--- src/rtl/rf_readout_pkg.sv ---
// rtl/rf_readout_pkg.sv - shared sizes and state encoding for the register-file readout streamer
package rf_readout_pkg;

    localparam int RF_REG_COUNT    = 16;
    localparam int RF_REG_SIZE     = 32;
    localparam int RF_REG_PTR_SIZE = 4;

    localparam logic [1:0] ST_IDLE   = 2'd0;
    localparam logic [1:0] ST_STREAM = 2'd1;
    localparam logic [1:0] ST_CSUM   = 2'd2;
    localparam logic [1:0] ST_DONE   = 2'd3;

endpackage

--- src/rtl/rf_readout.sv ---
// rtl/rf_readout.sv - register-file readout streamer; RF_READOUT_CSUM_EN appends an XOR checksum word
module rf_readout
    import rf_readout_pkg::*;
#(
    parameter int REG_COUNT    = RF_REG_COUNT,
    parameter int REG_SIZE     = RF_REG_SIZE,
    parameter int REG_PTR_SIZE = RF_REG_PTR_SIZE
) (
    input  logic                    clk,
    input  logic                    reset_n,
    input  logic                    start,
    input  logic                    abort,
    output logic                    busy,
    output logic                    done,
    output logic                    rf_hold,
    output logic [REG_PTR_SIZE-1:0] rd_ptr,
    input  logic [REG_SIZE-1:0]     rd_data,
    output logic                    out_valid,
    input  logic                    out_ready,
    output logic [REG_SIZE-1:0]     out_data,
    output logic [REG_PTR_SIZE-1:0] out_idx,
    output logic                    out_last,
    output logic                    out_is_csum
);

    localparam logic [REG_PTR_SIZE-1:0] LAST_PTR = REG_PTR_SIZE'(REG_COUNT - 1);

    logic [1:0] state;
    logic       loaded_all;
    logic       fire;
    logic       load;

`ifdef RF_READOUT_CSUM_EN
    logic [REG_SIZE-1:0] csum;
    logic                is_csum_q;
`endif

    // Handshake and load qualifiers; a load refills the holding register as the old word leaves
    always_comb begin
        fire = out_valid & out_ready;
        load = (state == ST_STREAM) & (~out_valid | fire) & ~loaded_all;
    end

    // Status outputs decoded from state; write-back is frozen only while words are being produced
    always_comb begin
        busy    = (state != ST_IDLE);
        done    = (state == ST_DONE);
        rf_hold = (state == ST_STREAM) | (state == ST_CSUM);
`ifdef RF_READOUT_CSUM_EN
        out_is_csum = is_csum_q;
        out_last    = out_valid & is_csum_q;
`else
        out_is_csum = 1'b0;
        out_last    = out_valid & (out_idx == LAST_PTR) & loaded_all;
`endif
    end

    // Sequencer, read pointer and output holding register; abort wins over any fire
    always_ff @(posedge clk) begin
        if (!reset_n) begin
            state      <= ST_IDLE;
            rd_ptr     <= '0;
            loaded_all <= 1'b0;
            out_valid  <= 1'b0;
            out_data   <= '0;
            out_idx    <= '0;
`ifdef RF_READOUT_CSUM_EN
            csum       <= '0;
            is_csum_q  <= 1'b0;
`endif
        end else if (state != ST_IDLE && abort) begin
            state     <= ST_IDLE;
            out_valid <= 1'b0;
`ifdef RF_READOUT_CSUM_EN
            is_csum_q <= 1'b0;
`endif
        end else begin
            case (state)
                ST_IDLE: begin
                    if (start) begin
                        state      <= ST_STREAM;
                        rd_ptr     <= '0;
                        loaded_all <= 1'b0;
                        out_valid  <= 1'b0;
`ifdef RF_READOUT_CSUM_EN
                        csum       <= '0;
`endif
                    end
                end
                ST_STREAM: begin
                    if (load) begin
                        out_data  <= rd_data;
                        out_idx   <= rd_ptr;
                        out_valid <= 1'b1;
`ifdef RF_READOUT_CSUM_EN
                        csum      <= csum ^ rd_data;
`endif
                        if (rd_ptr == LAST_PTR) begin
                            loaded_all <= 1'b1;
                        end else begin
                            rd_ptr <= rd_ptr + 1'b1;
                        end
                    end else if (fire && loaded_all) begin
`ifdef RF_READOUT_CSUM_EN
                        state     <= ST_CSUM;
                        out_data  <= csum;
                        out_idx   <= '0;
                        is_csum_q <= 1'b1;
                        out_valid <= 1'b1;
`else
                        state     <= ST_DONE;
                        out_valid <= 1'b0;
`endif
                    end
                end
`ifdef RF_READOUT_CSUM_EN
                ST_CSUM: begin
                    if (fire) begin
                        state     <= ST_DONE;
                        out_valid <= 1'b0;
                        is_csum_q <= 1'b0;
                    end
                end
`endif
                ST_DONE: begin
                    state <= ST_IDLE;
                end
                default: begin
                    state <= ST_IDLE;
                end
            endcase
        end
    end

endmodule

--- config.mk ---
export PLATFORM = sky130hd
export DESIGN_NAME = rf_readout
export DESIGN_NICKNAME = d
export VERILOG_FILES = /design/src/rtl/rf_readout_pkg.sv /design/src/rtl/rf_readout.sv
export SDC_FILE = /design/constraint.sdc
export NUM_CORES = 1
export LEC_CHECK = 0
export CAP_MARGIN = 15
export CORE_ASPECT_RATIO = 1.25
export CORE_MARGIN = 2
export CORE_UTILIZATION = 30
export DETAILED_ROUTE_END_ITERATION = 6
export PLACE_DENSITY = 0.65
export SLEW_MARGIN = 5
export SYNTH_ARGS = -nofsm -noshare
export SYNTH_HDL_FRONTEND = slang
export SYNTH_SLANG_ARGS = --single-unit
--- constraint.sdc ---
create_clock -name clk -period 1.6 [get_ports clk]
set_clock_uncertainty 0.15 [all_clocks]
set_input_delay 0.32 -clock clk [delete_from_list [all_inputs] [get_ports clk]]
set_output_delay 0.32 -clock clk [all_outputs]
set_load 0.01 [all_outputs]
==> results_dict.tcl, run 1 <==
set metrics [dict create \
    status "finished with violations" \
    violations "negative setup slack" \
    dieHeight_um 94.7 \
    fin_ws_ns -0.111 \
    async_flop_share_pct 0 \
    grt-ovfl-total 0 \
    cts_buffers 5 \
    totalWireLength_um 5430 \
    cts_hold_buffers 0 \
    first_iter_violations 29 \
    synth_fa_ha_area_share_pct 3.17 \
    synth_compound_area_share_pct 19.1 \
    syn-num-nets 268 \
    yosysSeqAreaShare_pct 44.6 \
    fin_crit_sh_pct 107 \
    synth_top_family_by_area "simple AND/OR/NAND/NOR gates" \
    antenna_found_initial 0 \
    fin_util_pct 52.3 \
    fillCellCount 642 \
    clk_pin_slew_ns 0.09 \
    drv_cap 0 \
    synth-simple-area-share_pct 25.0 \
    hold_violations 0 \
    coreArea_um2 6480 \
    worst_hold_path_type "register to register" \
    grt_usage_pct 14.7 \
    fin_hold_ws_ns 0.303 \
    rows 33 \
    gp_congestion 0.738 \
    wl_per_cell_um 12.8 \
    io_pins 83 \
    min_period_ns 1.71 \
    arrival_ns 1.79 \
    ys.flop_type "dfxtp_1" \
    drtPass1Iterations 4 \
    syn_avg_cell_area_um2 8.74 \
    yosysWarnings 0 \
    place_area_um2 3130 \
    p_per_area_nw_per_um2 1490 \
    grt_first_pass_wirelength_um 8550 \
    r2r_cells 8 \
    dieArea_um2 7250 \
    cp_max_fo 6 \
    cts_tree "done" \
    start_kind "register" \
    die_x_um 76.6 \
    ir_drop_uv 824 \
    antenna_left 0 \
    path_class "register to register" \
    clock-root-buffer "clkbuf_8" \
    synth_xor_area_share_pct 0 \
    clockBufferDepth 2 \
    dpl.hpwl_um 3730 \
    area_growth_pct 71.9 \
    syn-cell-area_um2 1970 \
    cp-end-kind "register" \
    synth_edf_count 0 \
    whs_path_depth 2 \
    synthMuxAreaShare_pct 0.507 \
    n_antenna_cell 0 \
    grt_start_max_net_pins 21 \
    dpl_worst_slack_ns -0.270 \
    max_freq_mhz 585 \
    cts.sinks 44 \
    crit_required_ns 1.68 \
    numPortBuffers 81 \
    htreeDepth 2 \
    route.detailed.drc 0 \
    num-nets-final 380 \
    slew_viol_final 0 \
    vias 1883 \
    routed_via_density 4.43 \
    yosys_register_bits 44 \
    start_util_pct 30.5 \
    grt_setup_unrepaired "true" \
    power_leakage_uw 0.00148 \
    netlist_instances 226 \
    grt_pass1_vias 1858 \
    clkLatencyLatePin_ns 0.30 \
    drive_gt1_share_pct 41.1 \
    final-setup-viol-count 39 \
    synth_cell_types 35 \
    design_area_um2 3390 \
]
[cell type report]
| class | instances | area, µm² | area share (%) |
|---|---|---|---|
| Clock buffer | 7 | 96.3 | 2.84 |
| Inverter | 7 | 26.3 | 0.774 |
| Multi-Input combinational cell | 162 | 1130 | 33.3 |
| Sequential cell | 44 | 896 | 26.4 |
| Tap cell | 87 | 109 | 3.21 |
| Timing Repair Buffer | 118 | 1130 | 33.4 |
[synthesized netlist by cell type, types with 2 or more instances]
| library cell | count | area (µm²) |
|---|---|---|
| nor2_1 | 5 | 18.8 |
| a31oi_1 | 3 | 18.8 |
| a21oi_2 | 24 | 210 |
| buf_2 | 3 | 15.0 |
| buf_12 | 3 | 60.1 |
| buf_4 | 2 | 15.0 |
| dfxtp_1 | 44 | 881 |
| nor2b_1 | 2 | 12.5 |
| o21ai_0 | 5 | 25.0 |
| clkbuf_1 | 4 | 15.0 |
| nor3_1 | 2 | 10.0 |
| nand3_1 | 3 | 15.0 |
| nand4_1 | 2 | 12.5 |
| nand2_1 | 60 | 225 |
| ha_1 | 5 | 62.6 |
| a21oi_1 | 15 | 75.1 |
| nand2_2 | 19 | 119 |
| o22ai_1 | 2 | 12.5 |
| inv_1 | 7 | 26.3 |
[sequential cells by signal, summed over array words and instances (netlist names)]
| signal | cells |
|---|---|
| rd_ptr | 4 |
| out_idx | 4 |
| state | 2 |
| out_valid | 1 |
| loaded_all | 1 |
| out_data | 32 |
[critical path, stage by stage, from the launching register on]
cell	delay, ns
dfxtp_2	0.33
inv_2	0.07
buf_6	0.10
ha_4	0.13
and2b_4	0.19
and3_4	0.32
clkbuf_16	0.19
nand2_2	0.05
a21oi_2	0.10
[metrics by stage]
step	TNS, ns	power, µW	instances
global route	-5.41	5400	425
floorplan	-0.598	3010	226
global placement	-8.18	3990	416
CTS	-1.70	4850	425
finish	-2.94	5070	425
detailed placement	-8.98	4020	416
[where the power goes]
group / leakage [µW] / total, µW / internal [µW] / switching [µW]
registers: 0.000363 / 1480 / 1350 / 122
logic: 0.00107 / 2830 / 1400 / 1420
clock network: 0.0000503 / 761 / 385 / 375
total: 0.00148 / 5070 / 3140 / 1920
[cells by family (layout without fill, tap and decap cells)]
kind of cell / Yosys count / in the layout
simple gates: 102 / 102
compound gates: 53 / 53
flops: 44 / 44
buf+inv: 20 / 132
other cells: 1 / 1
fa+ha+maj: 5 / 5
mux: 1 / 1
[final timing paths]
path,slack (ns),end,start
worst min-delay path,0.30,out_data[24]$_SDFFE_PN0P_,out_data[24]$_SDFFE_PN0P_
worst min register to register,0.30,out_data[24]$_SDFFE_PN0P_,out_data[24]$_SDFFE_PN0P_
worst max-delay path,-0.11,out_data[12]$_SDFFE_PN0P_,state[1]$_SDFFE_PP0P_
worst max register to register,-0.11,out_data[12]$_SDFFE_PN0P_,state[1]$_SDFFE_PP0P_
[cells in the final DEF (no fill, tap or decap), types with 2 or more instances in the layout]
master | netlist | routed
nand4_1 | 2 | 2
ha_1 | 5 | 3
o21ai_1 | 1 | 2
dfxtp_1 | 44 | 34
a21oi_1 | 15 | 6
nand3_1 | 3 | 3
clkdlybuf4s50_1 | 0 | 36
buf_2 | 3 | 3
a31oi_4 | 0 | 2
dlygate4sd2_1 | 0 | 42
nor2_1 | 5 | 4
o22ai_1 | 2 | 2
clkbuf_8 | 0 | 7
o21ai_0 | 5 | 3
buf_12 | 3 | 4
buf_6 | 0 | 7
buf_4 | 2 | 24
nand2_2 | 19 | 26
nand2_1 | 60 | 48
dfxtp_2 | 0 | 9
ha_4 | 0 | 2
nand2_4 | 1 | 6
inv_1 | 7 | 5
inv_2 | 0 | 2
a21oi_2 | 24 | 32
[what timing repair did]
action,CTS,global route
setup endpoints to repair,71,47
pin swaps,5,20
resized for setup,70,34
hold endpoints to repair,0,0
cloned,1,1
buffers inserted,1,0
[per-layer routing]
layer  vias up  track usage [%]  wire length (µm)  part of all wire, %
li1        961                -                 -                    -
met1       871             16.8              2290                   42
met2        46             26.8              2840                   52
met3         5             3.06               226                  4.2
met4         0             5.91                77                  1.4
met5         -                0                 0                    0
Note: power is estimated with default switching activity, not from simulation.
==> inputs of run 2 (changes only) <==
--- a/config.mk
+++ b/config.mk
@@ -9,8 +9,11 @@
 export CORE_ASPECT_RATIO = 1.25
 export CORE_MARGIN = 2
 export CORE_UTILIZATION = 30
+export CTS_BUF_LIST = sky130_fd_sc_hd__clkbuf_2 sky130_fd_sc_hd__clkbuf_4 sky130_fd_sc_hd__clkbuf_8
 export DETAILED_ROUTE_END_ITERATION = 6
+export GPL_TIMING_DRIVEN = 1
 export PLACE_DENSITY = 0.65
+export SKIP_LAST_GASP = 1
 export SLEW_MARGIN = 5
 export SYNTH_ARGS = -nofsm -noshare
 export SYNTH_HDL_FRONTEND = slang
==> run 2 against run 1 <==
The flow still finishes with violations (negative setup slack). Global-route usage is 0.061 points lower. Worst setup slack better by 0.0030 ns. Clock power is 0.7% lower. Cell count stayed put. Sequential share of layout area is 0.14 points higher. Flip-flop and latch count stayed put. Sequential power hardly changed. Maximum frequency is 0.18% higher. Wire length is 1.8% lower. Critical path type is now register to output port. Largest cell class unchanged.
==> results_dict.tcl, run 2 (synthesis results as in run 1) <==
set metrics [dict create \
    max_freq_mhz 586 \
    largest_reg_flops 32 \
    drive_gt1_share_pct 40.5 \
    dieArea_um2 7250 \
    grt_first_pass_wirelength_um 8510 \
    gp_congestion 0.738 \
    dieHeight_um 94.7 \
    start_util_pct 30.5 \
    final-setup-viol-count 39 \
    drtPass1Iterations 4 \
    rows 33 \
    start_kind "register" \
    coreArea_um2 6480 \
    critPathMaxStageDelay_ns 0.35 \
    crit_required_ns 1.13 \
    io_pins 83 \
    htreeDepth 2 \
    arrival_ns 1.24 \
    vias 1875 \
    routed_via_density 4.41 \
    wl_per_cell_um 12.5 \
    die_x_um 76.6 \
    slew_viol_final 0 \
    drv_cap 0 \
    mostFrequentLayoutCells "48 x nand2_1, 42 x dlygate4sd2_1, 36 x clkdlybuf4s50_1" \
    num-nets-final 380 \
    routed-wl-met3_um 247 \
    status "finished with violations" \
    top_regs "out_data (32), out_idx (4), rd_ptr (4)" \
    first_iter_violations 34 \
    top_layer "met4" \
    top_register "out_data" \
    area_growth_pct 71.0 \
    cts_buffers 5 \
    p_total_uw 5020 \
    clockBufferDepth 2 \
    fillCellCount 647 \
    grt_pass1_vias 1839 \
    path_class "register to output port" \
    ir_drop_uv 817 \
    fin_crit_sh_pct 107 \
    cp_common_cell "inv_1" \
    cts.sinks 44 \
    fin_util_pct 52.1 \
    mostFrequentLayoutCell "nand2_1" \
    grt-ovfl-total 0 \
    critPathBufInv 3 \
    min_period_ns 1.71 \
    wl_met1_um 2240 \
    grt_start_max_net_pins 21 \
    p_per_area_nw_per_um2 1490 \
    power_leakage_uw 0.00146 \
    cts_tree "done" \
    met2WireLength_um 2770 \
    grt_usage_pct 14.6 \
    numPortBuffers 81 \
    n_antenna_cell 0 \
    dpl.hpwl_um 3730 \
    path_cells "inv_1 > ha_4 > inv_1 > dlygate4sd2_1" \
    clock-root-buffer "clkbuf_8" \
    hold_violations 0 \
    antenna_found_initial 0 \
    fin_ws_ns -0.108 \
    cp-end-kind "output port" \
    critPathTopFamily "buffers and inverters" \
    worst_hold_path_type "register to register" \
    clkLatencyLatePin_ns 0.30 \
    slowest_stage "dfxtp_4" \
    cp_max_fo 6 \
    route.detailed.drc 0 \
    clk_pin_slew_ns 0.09 \
    violations "negative setup slack" \
    antenna_left 0 \
    grt_setup_unrepaired "true" \
    finalNonFillerCells 425 \
    dp_cells 416 \
    totalWireLength_um 5330 \
]
[run 2: layer usage]
metal / GRT usage, % / up-vias
met1: 17.0 / 860
met3: 3.06 / 5
met4: 5.91 / 0
met2: 26.4 / 50
li1: - / 960
met5: 0 / -
[run 2: what timing repair did]
| action | CTS | global route |
|---|---|---|
| gates cloned | 1 | 1 |
| gates resized for setup | 68 | 31 |
| buffers inserted | 1 | 0 |
| hold buffers | 0 | 0 |
| endpoints found under the setup margin | 71 | 47 |
| pin swaps | 5 | 18 |
[run 2: final cells by class]
cell class                 instances  area [µm²]  share of cell area (%)
clock buffer                       7        96.3                    2.85
timing repair buffer             118        1130                    33.6
tap                               87         109                    3.22
multi-input combinational        162        1110                    33.0
sequential                        44         896                    26.5
inverter                           7        26.3                   0.778
[run 2: worst reg2reg max path, stage by stage, from the launching register on]
cell	delay, ns
dfxtp_2	0.33
inv_2	0.07
buf_6	0.10
ha_4	0.13
and2b_4	0.19
and3_4	0.32
clkbuf_16	0.20
nand2_2	0.05
a21oi_2	0.10
[run 2: power breakdown]
group,switching (µW),total (µW),internal (µW)
Combinational,1400,2790,1390
Sequential,121,1470,1350
Clock,371,756,385
[run 2: per-stage QoR]
stage / instance area [µm²] / TNS, ns / worst slack, ns / hold WS, ns
finish: 3380 / -2.92 / -0.108 / 0.302
floorplan: 2020 / -0.598 / -0.0256 / 0.297
global placement: 3130 / -8.18 / -0.218 / 0.290
global route: 3380 / -5.34 / -0.169 / 0.334
detailed placement: 3130 / -8.98 / -0.270 / 0.296
CTS: 3250 / -1.70 / -0.139 / 0.304
[run 2: path summary, 6_finish.rpt]
path,end,slack [ns],start,cells after the start
worst min-delay path,out_data[24]$_SDFFE_PN0P_,0.30,out_data[24]$_SDFFE_PN0P_,2
worst max register to register,out_data[12]$_SDFFE_PN0P_,-0.11,state[1]$_SDFFE_PP0P_,8
worst min register to register,out_data[24]$_SDFFE_PN0P_,0.30,out_data[24]$_SDFFE_PN0P_,2
worst max-delay path,busy,-0.11,state[0]$_SDFFE_PP0P_,4
==> inputs of run 3 (changes only) <==
--- a/config.mk
+++ b/config.mk
@@ -9,7 +9,6 @@
 export CORE_ASPECT_RATIO = 1.25
 export CORE_MARGIN = 2
 export CORE_UTILIZATION = 30
-export CTS_BUF_LIST = sky130_fd_sc_hd__clkbuf_2 sky130_fd_sc_hd__clkbuf_4 sky130_fd_sc_hd__clkbuf_8
 export DETAILED_ROUTE_END_ITERATION = 6
 export GPL_TIMING_DRIVEN = 1
 export PLACE_DENSITY = 0.65
==> results of run 3 <==
Final layout, timing and power as in run 2 (identical DEF).
